**src/rtl/fe_fetch_ctrl_pkg.sv**
```systemverilog
// Shared types and constants for the front-end fetch sequencer.
// No logic; imported by fe_fetch_ctrl and fe_fetch_queue.
package fe_fetch_ctrl_pkg;

    localparam int WORD_SIZE_P       = 16;
    localparam int FETCH_QUEUE_DEPTH = 2;
    localparam int INSTR_BYTES       = 2;

    localparam logic [WORD_SIZE_P-1:0] RESET_PC_P = '0;

    typedef enum logic [1:0] {
        REQ   = 2'd0,
        WAIT  = 2'd1,
        DRAIN = 2'd2
    } fe_fetch_state_e;

    typedef struct packed {
        logic [WORD_SIZE_P-1:0] instr;
        logic [WORD_SIZE_P-1:0] pc;
    } fetch_entry_t;

endpackage

```
**src/rtl/fe_fetch_queue.sv**
```systemverilog
// Two-entry FIFO of {instr, pc} toward decode with push/pop/flush and occupancy count.
// Latency: push visible at head next cycle; backpressure: caller must not push when full unless popping.
module fe_fetch_queue
    import fe_fetch_ctrl_pkg::*;
(
    input  logic         clk_i,
    input  logic         reset_i,
    input  logic         push_vld,
    input  fetch_entry_t push_dat,
    input  logic         pop_vld,
    input  logic         flush,
    output logic         head_vld,
    output fetch_entry_t head_dat,
    output logic [1:0]   count
);

    fetch_entry_t mem [FETCH_QUEUE_DEPTH];
    logic         rd_ptr;
    logic         wr_ptr;
    logic         push_ok;
    logic         pop_ok;

    assign head_vld = (count != 2'd0);
    assign pop_ok   = pop_vld && head_vld;
    // A full queue still accepts a push when the head leaves in the same cycle.
    assign push_ok  = push_vld && ((count != 2'd2) || pop_ok);
    assign head_dat = head_vld ? mem[rd_ptr] : '0;

    always_ff @(posedge clk_i or posedge reset_i) begin
        if (reset_i) begin
            rd_ptr <= 1'b0;
            wr_ptr <= 1'b0;
            count  <= 2'd0;
        end else if (flush) begin
            rd_ptr <= 1'b0;
            wr_ptr <= 1'b0;
            count  <= 2'd0;
        end else begin
            if (push_ok) wr_ptr <= ~wr_ptr;
            if (pop_ok)  rd_ptr <= ~rd_ptr;
            count <= count + {1'b0, push_ok} - {1'b0, pop_ok};
        end
    end

    always_ff @(posedge clk_i) begin
        if (push_ok && !flush) mem[wr_ptr] <= push_dat;
    end

endmodule

```
**src/rtl/fe_fetch_ctrl.sv**
```systemverilog
// Fetch PC owner: one outstanding imem request, stale-response drain after redirect, 2-deep decode queue.
// Latency: response at t -> decode valid and next request at t+1; backpressure: requests stop while queue holds 2.
module fe_fetch_ctrl
    import fe_fetch_ctrl_pkg::*;
(
    input  logic                   clk_i,
    input  logic                   reset_i,
    input  logic                   redirect_v_i,
    input  logic [WORD_SIZE_P-1:0] redirect_pc_i,
    output logic                   imem_req_v_o,
    output logic [WORD_SIZE_P-1:0] imem_req_addr_o,
    input  logic                   imem_req_ready_i,
    input  logic                   imem_resp_v_i,
    input  logic [WORD_SIZE_P-1:0] imem_resp_data_i,
    output logic                   fd_v_o,
    output logic [WORD_SIZE_P-1:0] fd_instr_o,
    output logic [WORD_SIZE_P-1:0] fd_pc_o,
    input  logic                   fd_ready_i
);

    fe_fetch_state_e        state_q, state_d;
    logic [WORD_SIZE_P-1:0] pc_q, pc_d;
    logic [WORD_SIZE_P-1:0] tag_pc_q, tag_pc_d;
    logic                   req_fire;
    logic                   push_vld;
    logic                   flush;
    logic                   q_vld;
    logic [1:0]             q_count;
    fetch_entry_t           push_dat;
    fetch_entry_t           head_dat;

    // Reset gating keeps the request low while reset is held, since the reset state is REQ.
    assign imem_req_v_o    = !reset_i && (state_q == REQ) && !redirect_v_i && (q_count < 2'd2);
    assign imem_req_addr_o = pc_q;
    assign req_fire        = imem_req_v_o && imem_req_ready_i;

    assign fd_v_o     = q_vld && !redirect_v_i;
    assign fd_instr_o = head_dat.instr;
    assign fd_pc_o    = head_dat.pc;

    assign push_dat.instr = imem_resp_data_i;
    assign push_dat.pc    = tag_pc_q;

    always_comb begin
        state_d  = state_q;
        pc_d     = pc_q;
        tag_pc_d = tag_pc_q;
        push_vld = 1'b0;
        flush    = 1'b0;
        if (redirect_v_i) begin
            pc_d  = redirect_pc_i & ~WORD_SIZE_P'(1);
            flush = 1'b1;
            // A response arriving with the redirect retires the outstanding request.
            if (state_q == REQ || imem_resp_v_i) state_d = REQ;
            else                                 state_d = DRAIN;
        end else begin
            case (state_q)
                REQ: if (req_fire) begin
                    tag_pc_d = pc_q;
                    pc_d     = pc_q + WORD_SIZE_P'(INSTR_BYTES);
                    state_d  = WAIT;
                end
                WAIT: if (imem_resp_v_i) begin
                    push_vld = 1'b1;
                    state_d  = REQ;
                end
                DRAIN: if (imem_resp_v_i) state_d = REQ;
                default: state_d = REQ;
            endcase
        end
    end

    always_ff @(posedge clk_i or posedge reset_i) begin
        if (reset_i) begin
            state_q  <= REQ;
            pc_q     <= RESET_PC_P;
            tag_pc_q <= RESET_PC_P;
        end else begin
            state_q  <= state_d;
            pc_q     <= pc_d;
            tag_pc_q <= tag_pc_d;
        end
    end

    fe_fetch_queue u_queue (
        .clk_i    (clk_i),
        .reset_i  (reset_i),
        .push_vld (push_vld),
        .push_dat (push_dat),
        .pop_vld  (fd_v_o && fd_ready_i),
        .flush    (flush),
        .head_vld (q_vld),
        .head_dat (head_dat),
        .count    (q_count)
    );

endmodule

```
**config.mk**
```make
export PLATFORM = sky130hd
export DESIGN_NAME = fe_fetch_ctrl
export DESIGN_NICKNAME = d
export VERILOG_FILES = /design/src/rtl/fe_fetch_ctrl_pkg.sv /design/src/rtl/fe_fetch_queue.sv /design/src/rtl/fe_fetch_ctrl.sv
export SDC_FILE = /design/constraint.sdc
export NUM_CORES = 1
export LEC_CHECK = 0
export ABC_AREA = 0
export ABC_CLOCK_PERIOD_IN_PS = 4900
export CAP_MARGIN = 20
export CORE_MARGIN = 2
export CORE_UTILIZATION = 55
export DETAILED_ROUTE_END_ITERATION = 16
export MAX_ROUTING_LAYER = met4
export PLACE_DENSITY = 0.93
export SETUP_SLACK_MARGIN = 0.05
export SYNTH_ARGS = -nofsm -noshare
export SYNTH_HDL_FRONTEND = slang
export SYNTH_SLANG_ARGS = --single-unit
```
**constraint.sdc**
```tcl
create_clock -name clk_i -period 4.9 [get_ports clk_i]
set_input_delay 0.98 -clock clk_i [delete_from_list [all_inputs] [get_ports clk_i]]
set_output_delay 0.98 -clock clk_i [all_outputs]
set_load 0.02 [all_outputs]
```
==> out/qor.txt, run 1 <==
Synth Register Bits: 98
DR iter-0 viols: 219
total clock sinks: 98
largest net degree at the start of global routing: 37
Lkg Pwr: 1.96 nW
initial antenna violation count: 0
Layout Skew: 17.0 ps
Num CTS Buffers: 9
final wirelength: 8.85 mm
CORE AREA: 0.00729 sq mm
Synth Warn #: 0
routed len/inst: 16.8 microns
crit path DAT: 2730 ps
vias per cell: 5.54
GRT Residual Overflow: 0
Pwr Density: 342 mW/mm^2
clk_lat worst skew: 370 ps
TritonCTS clock tree: built
Max clock buf depth: 2
Setup CP Type: in2out
Slew HR: 36.5%
sequential fraction of the synthesis area: 66.4%
share of cells above drive strength 1: 7.24%
RSZ-0062 raised after global routing: false
status: finished clean
fmax: 269 MHz
Worst Path Required: 3920 ps
Critical Path Source Type: primary input
Final nets: 466
GR Util All Layers: 22.5%
DRC viols: 0
Crit Path Max Fanout: 6
post-route insts no fill: 527
Finished Cell Area: 0.00532 sq mm
Die ar.: 0.00828 sq mm
htree depth: 3
leading cell types in the layout, fill and taps excluded: clkdlybuf4s50_1 (84), edfxtp_1 (62), nand2_1 (54)
dpl cells: 511
hold_ws: 476 ps
HP Class: reg2reg
Syn Std Cell Area: 0.00416 sq mm
CTS Root Cell: clkbuf_8
worst vdd ir: 0.165 mV
ant diodes: 0
clock-pin slew on the worst setup and hold paths: 100 ps
final setup vio count: 0
Initial Utilization: 57.1%
max-cap violations: 0
first-pass GRT wire length: 14.0 mm
cell row count: 31
CP endpoint kind: primary output
CTS resizes: 0
Total Power: 0.00182 W
Distinct cells, synth: 47
RD Place Congestion: 0.932
die width: 91.0 microns
Layout area overhead: 27.8%
Syn Inst Count: 339
Avg Inst Size Synth: 12.3 sq um
commonest non-fill, non-tap cell in the layout: clkdlybuf4s50_1
Chip Height: 91.0 microns
Vias: 2917
Period minus WS final: 3710 ps
post-route ant nets: 0
I/O Pins: 88
dpl hpwl: 5.76 mm
fin. max-slew vios: 0
vias in the first global route: 2802
worst slew pin tran: 953 ps
Hold Vio Cnt, Final: 0
Post-CTS Hold Buffers: 0
Final period util: 75.7%
Post-DP Area: 0.00510 sq mm
port bufs: 84
setup tns final: 0 ps
post-CTS setup buffer count: 0
DR pass1 iterations: 4
==> worst paths after layout <==
path                                           end  slack, ps    startpoint  cells after the start
worst min register to register   u_queue.mem[0][9]        480   tag_pc_q[9]                      0
worst max register to register  imem_req_addr_o[4]       2270    state_q[1]                      7
worst max-delay path                  imem_req_v_o       1190  redirect_v_i                      4
max in group asynchronous           u_queue.rd_ptr       3500       reset_i                      3
min in group asynchronous       imem_req_addr_o[3]       1040       reset_i                      3
worst min-delay path             u_queue.mem[0][9]        480   tag_pc_q[9]                      0
==> where the power goes <==
part / total, W / internal, W / switching, W / leakage, nW
Combinational: 0.000255 / 0.000119 / 0.000136 / 0.862
Sequential: 0.00102 / 0.000952 / 0.0000646 / 1.00
Clock: 0.000546 / 0.000245 / 0.000301 / 0.100
==> critical path, stage by stage <==
cell	delay, ps
clkdlybuf4s50_1	420
or4b_4	580
inv_2	130
clkdlybuf4s50_1	620
==> per-stage QoR <==
step | setup WS (ps) | util [%]
after floorplan | 1620 | -
after global placement | 1200 | 70.0
after detailed placement | 1200 | 70.0
after CTS | 1190 | 72.9
after global routing | 1140 | 72.9
final | 1190 | 72.9
==> cells by family (layout without fill, tap and decap cells) <==
| kind of cell | Yosys count | count (layout) | share of synthesized area, % |
|---|---|---|---|
| AO/OA/AOI/OAI | 35 | 35 | 5.86 |
| XOR/XNOR | 3 | 3 | 0.632 |
| adder cells (fa/ha/maj) | 5 | 5 | 1.50 |
| buffers and inverters | 26 | 114 | 2.53 |
| flip-flops | 98 | 98 | 66.4 |
| multiplexers | 34 | 34 | 8.18 |
| other | 1 | 2 | 0.0901 |
| AND/OR/NAND/NOR | 137 | 137 | 14.8 |
==> registers in the layout, indices dropped and copies added (netlist names) <==
signal,cells
state_q,2
u_queue.count,2
imem_req_addr_o,15
u_queue.wr_ptr,1
u_queue.rd_ptr,1
u_queue.mem,62
tag_pc_q,15
==> cell type report <==
class	instances	area, sq um
clock buffers	9	124
clock inverters	7	90.1
fillers	493	1970
inverters	10	37.5
multi-input cells	216	1310
flip-flops and latches	98	2760
well taps	99	124
repair buffers	88	871
==> cell usage after synthesis (all sizes together) <==
| master | n | area (sq um) |
|---|---|---|
| a31oi | 1 | 6.26 |
| o21ai | 8 | 40.0 |
| and2 | 2 | 12.5 |
| or3 | 1 | 6.26 |
| dfrtp | 36 | 901 |
| nor3b | 1 | 7.51 |
| clkbuf | 11 | 41.3 |
| a211o | 1 | 8.76 |
| buf | 5 | 26.3 |
| or2 | 1 | 6.26 |
| nor2 | 46 | 175 |
| nor4 | 3 | 18.8 |
| o32ai | 1 | 8.76 |
| nor2b | 5 | 31.3 |
| o21bai | 1 | 7.51 |
| or4 | 2 | 18.8 |
| xnor2 | 1 | 8.76 |
| o22ai | 3 | 18.8 |
| o31ai | 1 | 7.51 |
| nand2 | 54 | 203 |
| a2bb2oi | 1 | 8.76 |
| nand3b | 2 | 15.0 |
| conb | 1 | 3.75 |
| o211ai | 1 | 7.51 |
| ha | 5 | 62.6 |
| nor3 | 4 | 20.0 |
| a211oi | 1 | 7.51 |
| edfxtp | 62 | 1860 |
| a21oi | 6 | 30.0 |
| a22oi | 3 | 22.5 |
| nand4 | 4 | 25.0 |
| or4b | 1 | 13.8 |
| nand3 | 8 | 40.0 |
| a311oi | 1 | 8.76 |
| and4 | 2 | 17.5 |
| nand2b | 1 | 6.26 |
| mux2i | 34 | 340 |
| xor2 | 2 | 17.5 |
| inv | 10 | 37.5 |
| a221o | 2 | 20.0 |
| o221a | 3 | 33.8 |
| a21o | 1 | 7.51 |
==> per-layer routing <==
layer	track usage (%)	vias up	routed length, microns
met5	-	-	0
met4	8.33	0	172
met3	5.39	14	630
met2	33.8	126	4310
met1	30.3	1399	3740
li1	-	1378	-
Power figures use the tool's default switching activity.
==> inputs of run 2 (changes only) <==
--- a/config.mk
+++ b/config.mk
@@ -6,13 +6,13 @@
 export NUM_CORES = 1
 export LEC_CHECK = 0
 export ABC_AREA = 0
-export ABC_CLOCK_PERIOD_IN_PS = 4900
+export ABC_CLOCK_PERIOD_IN_PS = 3800
 export CAP_MARGIN = 20
 export CORE_MARGIN = 2
-export CORE_UTILIZATION = 55
+export CORE_UTILIZATION = 51
 export DETAILED_ROUTE_END_ITERATION = 16
 export MAX_ROUTING_LAYER = met4
-export PLACE_DENSITY = 0.93
+export PLACE_DENSITY = 0.88
 export SETUP_SLACK_MARGIN = 0.05
 export SYNTH_ARGS = -nofsm -noshare
 export SYNTH_HDL_FRONTEND = slang
==> constraint.sdc (replaced) <==
create_clock -name clk_i -period 3.8 [get_ports clk_i]
set_input_delay 0.76 -clock clk_i [delete_from_list [all_inputs] [get_ports clk_i]]
set_output_delay 0.76 -clock clk_i [all_outputs]
set_load 0.02 [all_outputs]
==> out/qor.txt, run 2 (synthesis gave the netlist of run 1 again) <==
r2r endpoint: imem_req_addr_o[3]
Initial Utilization: 53.3% (-3.8 points)
Final nets: 472 (+1.3%)
first-pass GRT wire length: 13.8 mm (-1.5%)
worst reg2reg startpoint: state_q[1]
max-cap violations: 0 (unchanged)
Chip Height: 94.3 microns (+3.7%)
Final period util: 86.5%
total clock sinks: 98 (unchanged)
Period minus WS final: 3290 ps
hold_ws: 471 ps (-5.45 ps)
Die ar.: 0.00890 sq mm (+7.5%)
Hold Crit Depth: 0 (unchanged)
vias in the first global route: 2920 (+4.2%)
initial antenna violation count: 0 (unchanged)
R2R cell count: 8 (+1)
Num CTS Buffers: 9 (unchanged)
DR pass1 iterations: 4 (unchanged)
ant diodes: 0 (unchanged)
I/O Pins: 88 (unchanged)
Vias: 2929 (+0.41%)
Layout Skew: 17.1 ps (+0.0580 ps)
RD Place Congestion: 0.898 (-3.6%)
Hold Vio Cnt, Final: 0 (unchanged)
WHS Endpoint: u_queue.mem[1][4]
status: finished clean
hold_sp: tag_pc_q[4]
post-CTS setup buffer count: 0 (unchanged)
internal power: 0.00170 W (+29%)
GR Util All Layers: 20.9% (-1.6 points)
setup tns final: 0 ps (unchanged)
worst slew pin tran: 618 ps (-335 ps)
sequential share of power: 56.6% (+0.7 points)
Register Area: 0.00276 sq mm (unchanged)
share of cells above drive strength 1: 8.53% (+1.3 points)
CTS Root Cell: clkbuf_8
HP Class: reg2reg
Max clock buf depth: 2 (unchanged)
clock-pin slew on the worst setup and hold paths: 90 ps (about the same)
routed len/inst: 15.8 microns (-5.8%)
cell row count: 32 (+3.2%)
Layout Utilization: 68.9% (-4.0 points)
Critical Path Source Type: primary input
crit path DAT: 2530 ps (-200 ps)
CP endpoint kind: primary output
Layout area overhead: 29.3%
fmax: 304 MHz
Multi-input gate area: 0.00130 sq mm (-0.38%)
TritonCTS clock tree: built
post-route ant nets: 0 (unchanged)
final wirelength: 8.48 mm (-4.2%)
fillers: 579 (+17%)
port bufs: 84 (unchanged)
Post-DP Area: 0.00515 sq mm (+0.96%)
Pwr Density: 428 mW/mm^2 (+25%)
dpl hpwl: 5.79 mm (+0.58%)
switching pwr: 0.000607 W (+21%)
die width: 94.3 microns (+3.7%)
Sw Ratio: 26.3% (-1.2 points)
commonest non-fill, non-tap cell in the layout: clkdlybuf4s50_1
Total Power: 0.00230 W (+27%)
Finished Cell Area: 0.00538 sq mm (+1.2%)
RSZ-0062 raised after global routing: false
CORE AREA: 0.00781 sq mm (+7.1%)
fin. max-slew vios: 0 (unchanged)
largest register by flop count: u_queue.mem
Lkg Pwr: 2.00 nW (+1.8%)
clk_lat worst skew: 360 ps (about the same)
leading cell types in the layout, fill and taps excluded: clkdlybuf4s50_1 (84), edfxtp_1 (62), nand2_1 (54)
Crit Path Max Fanout: 6 (unchanged)
combinational fraction of design power: 14.5% (+0.5 points)
Worst Path Required: 3040 ps (-880 ps)
largest net degree at the start of global routing: 33 (-11%)
Post-CTS Hold Buffers: 0 (unchanged)
CTS resizes: 0 (unchanged)
Slew HR: 58.4% (+22 points)
DRC viols: 0 (unchanged)
GRT Residual Overflow: 0 (unchanged)
Setup CP Type: in2out
reg2reg setup slack: 1510 ps (-760 ps)
DR iter-0 viols: 136 (-38%)
worst vdd ir: 0.202 mV (+23%)
final setup vio count: 0 (unchanged)
htree depth: 3 (unchanged)
clock network power share: 28.9% (-1.1 points)
Largest register FFs: 62 (unchanged)
vias per cell: 5.46 (-1.3%)
run 2: stage by stage:
step / setup slack (ps) / cells
after floorplan: 742 / 340
after global placement: 524 / 519
after detailed placement: 520 / 519
after CTS: 513 / 535
after global routing: 475 / 536
final: 514 / 536
run 2: layout make-up:
cell class,instances,area share [%]
inverter,10,0.698
tap,102,2.37
sequential,98,51.4
timing repair buffer,94,17.6
multi-input combinational,216,24.2
clock buffer,9,2.30
clock inverter,7,1.42
run 2: critical path, cell delays in order:
cell and delay [ps]:
clkdlybuf4s50_1 420, or4b_4 590, inv_2 140, clkdlybuf4s50_1 620
run 2: worst max path at each step:
stage / startpoint / to / slack, ps / depth (start not counted)
3_3_place_gp: redirect_v_i / imem_req_v_o / 520 / 4
4_1_cts: redirect_v_i / imem_req_v_o / 510 / 4
5_1_grt: redirect_v_i / imem_req_v_o / 470 / 4
3_5_place_dp: redirect_v_i / imem_req_v_o / 520 / 4
2_1_floorplan: fd_ready_i / u_queue.mem[0][10] / 740 / 3
6_report: redirect_v_i / imem_req_v_o / 510 / 4
run 2: power groups by stage:
stage                     registers [W]  clock network (W)  logic [W]
after floorplan                 0.00132                  0   0.000165
after global placement          0.00132                  0   0.000323
after detailed placement        0.00133                  0   0.000333
after CTS                       0.00130           0.000678   0.000335
after global routing            0.00132           0.000722   0.000367
final                           0.00130           0.000665   0.000334
run 2: metal layers:
metal | global-route usage [%] | part of all wire, % | up-vias
li1 | - | - | 1392
met1 | 27.9 | 43 | 1399
met2 | 33.3 | 48 | 134
met3 | 4.07 | 8.1 | 4
met4 | 5.92 | 0.59 | 0
met5 | - | 0 | -
==> inputs of run 3 (changes only) <==
--- a/config.mk
+++ b/config.mk
@@ -6,13 +6,13 @@
 export NUM_CORES = 1
 export LEC_CHECK = 0
 export ABC_AREA = 0
-export ABC_CLOCK_PERIOD_IN_PS = 3800
+export ABC_CLOCK_PERIOD_IN_PS = 4200
 export CAP_MARGIN = 20
 export CORE_MARGIN = 2
-export CORE_UTILIZATION = 51
+export CORE_UTILIZATION = 55
 export DETAILED_ROUTE_END_ITERATION = 16
 export MAX_ROUTING_LAYER = met4
-export PLACE_DENSITY = 0.88
+export PLACE_DENSITY = 0.93
 export SETUP_SLACK_MARGIN = 0.05
 export SYNTH_ARGS = -nofsm -noshare
 export SYNTH_HDL_FRONTEND = slang
==> constraint.sdc (replaced) <==
create_clock -name clk_i -period 4.2 [get_ports clk_i]
set_input_delay 0.84 -clock clk_i [delete_from_list [all_inputs] [get_ports clk_i]]
set_output_delay 0.84 -clock clk_i [all_outputs]
set_load 0.02 [all_outputs]
==> out/qor.txt, run 3 (synthesis gave the netlist of run 1 again) <==
leading cell types in the layout, fill and taps excluded: clkdlybuf4s50_1 (84), edfxtp_1 (62), nand2_1 (54)
Period minus WS final: 3440 ps
first-pass GRT wire length: 14.1 mm (+2.1%)
max-cap violations: 0 (unchanged)
port bufs: 84 (unchanged)
largest net degree at the start of global routing: 33 (unchanged)
final setup vio count: 0 (unchanged)
cell row count: 31 (-3.1%)
post-CTS setup buffer count: 0 (unchanged)
die width: 91.0 microns (-3.5%)
I/O Pins: 88 (unchanged)
initial antenna violation count: 0 (unchanged)
routed len/inst: 16.6 microns (+4.9%)
TritonCTS clock tree: built
crit path from: redirect_v_i
Layout Skew: 8.79 ps (-8.27 ps)
HP Class: reg2reg
Lkg Pwr: 1.98 nW (-0.85%)
final wirelength: 8.77 mm (+3.4%)
worst vdd ir: 0.179 mV (-12%)
DRC viols: 0 (unchanged)
Setup CP Type: in2out
Post-DP Area: 0.00510 sq mm (-0.95%)
Finished Cell Area: 0.00534 sq mm (-0.74%)
Largest register FFs: 62 (unchanged)
CP cell instances: clkdlybuf4s50_1, or4b_4, inv_2, clkdlybuf4s50_1
Die ar.: 0.00828 sq mm (-7.0%)
Num CTS Buffers: 9 (unchanged)
CORE AREA: 0.00729 sq mm (-6.6%)
htree depth: 3 (unchanged)
worst slew pin tran: 931 ps (+313 ps)
CTS resizes: 0 (unchanged)
Layout Utilization: 73.2% (+4.3 points)
dpl hpwl: 5.81 mm (+0.34%)
commonest non-fill, non-tap cell in the layout: clkdlybuf4s50_1
Max clock buf depth: 2 (unchanged)
Hold Vio Cnt, Final: 0 (unchanged)
CTS Root Cell: clkbuf_8
Final period util: 82.0%
GRT Residual Overflow: 0 (unchanged)
post-route ant nets: 0 (unchanged)
clk_lat worst skew: 360 ps (about the same)
CP endpoint kind: primary output
Final nets: 467 (-1.1%)
cell mode on critical path: clkdlybuf4s50_1
RD Place Congestion: 0.920 (+2.4%)
DR pass1 iterations: 5 (+1)
DR iter-0 viols: 325 (+140%)
RSZ-0062 raised after global routing: false
Vias: 2987 (+2.0%)
largest register by flop count: u_queue.mem
slowest CP cell: clkdlybuf4s50_1
Slew HR: 37.9% (-21 points)
Chip Height: 91.0 microns (-3.5%)
vias per cell: 5.66 (+3.5%)
ant diodes: 0 (unchanged)
hold_ws: 479 ps (+8.40 ps)
Layout area overhead: 28.3%
fmax: 290 MHz
crit path DAT: 2600 ps (+70 ps)
Critical Path Source Type: primary input
Pwr Density: 396 mW/mm^2 (-7.6%)
Initial Utilization: 57.1% (+3.8 points)
share of cells above drive strength 1: 7.23% (-1.3 points)
hold_sp: tag_pc_q[3]
fillers: 463 (-20%)
status: finished clean
Crit Path Max Fanout: 6 (unchanged)
worst reg2reg startpoint: state_q[0]
Post-CTS Hold Buffers: 0 (unchanged)
Critical Path Max Stage Delay: 620 ps (about the same)
total clock sinks: 98 (unchanged)
vias in the first global route: 2831 (-3.0%)
GR Util All Layers: 22.4% (+1.5 points)
clock-pin slew on the worst setup and hold paths: 100 ps (about the same)
Worst Path Required: 3360 ps (+320 ps)
fin. max-slew vios: 0 (unchanged)
setup tns final: 0 ps (unchanged)
## run 3: routing by layer
layer  global-route usage, %  vias to the layer above  share of wire [%]
met5                       -                        -                  0
met4                    6.82                        0                1.4
met3                    4.65                       14                6.4
met2                    34.8                      142                 49
met1                    30.4                     1453                 43
li1                        -                     1378                  -
## run 3: where the power goes
part           internal (W)  switching [W]
clock              0.000299       0.000327
sequential          0.00111      0.0000765
combinational      0.000142       0.000158
total               0.00155       0.000561
## run 3: final timing paths
path,to,slack [ps],cells after the start
max,imem_req_v_o,760,4
min,u_queue.mem[1][3],480,0
max reg2reg,imem_req_addr_o[6],1680,7
min reg2reg,u_queue.mem[1][3],480,0
max in group asynchronous,tag_pc_q[15],2670,4
min in group asynchronous,imem_req_addr_o[6],840,2
## run 3: area by class of cell
class	count	area (sq um)	area share [%]
clock buffers	10	138	2.58
clock inverters	6	71.3	1.34
repair buffers	89	898	16.8
well taps	99	124	2.32
inverters	10	37.5	0.703
flip-flops and latches	98	2760	51.8
multi-input cells	216	1310	24.5
## run 3: worst max-delay path, delay by kind of cell
family / cells / cell delay (ps)
buf+inv: 3 / 1170
simple gates: 1 / 590
## run 3: metrics by stage
step                cells  total power (W)  setup WS, ps
global route          528          0.00220           720
CTS                   527          0.00212           772
global placement      511          0.00148           787
detailed placement    511          0.00150           780
floorplan             340          0.00135          1060
finish                528          0.00211           757
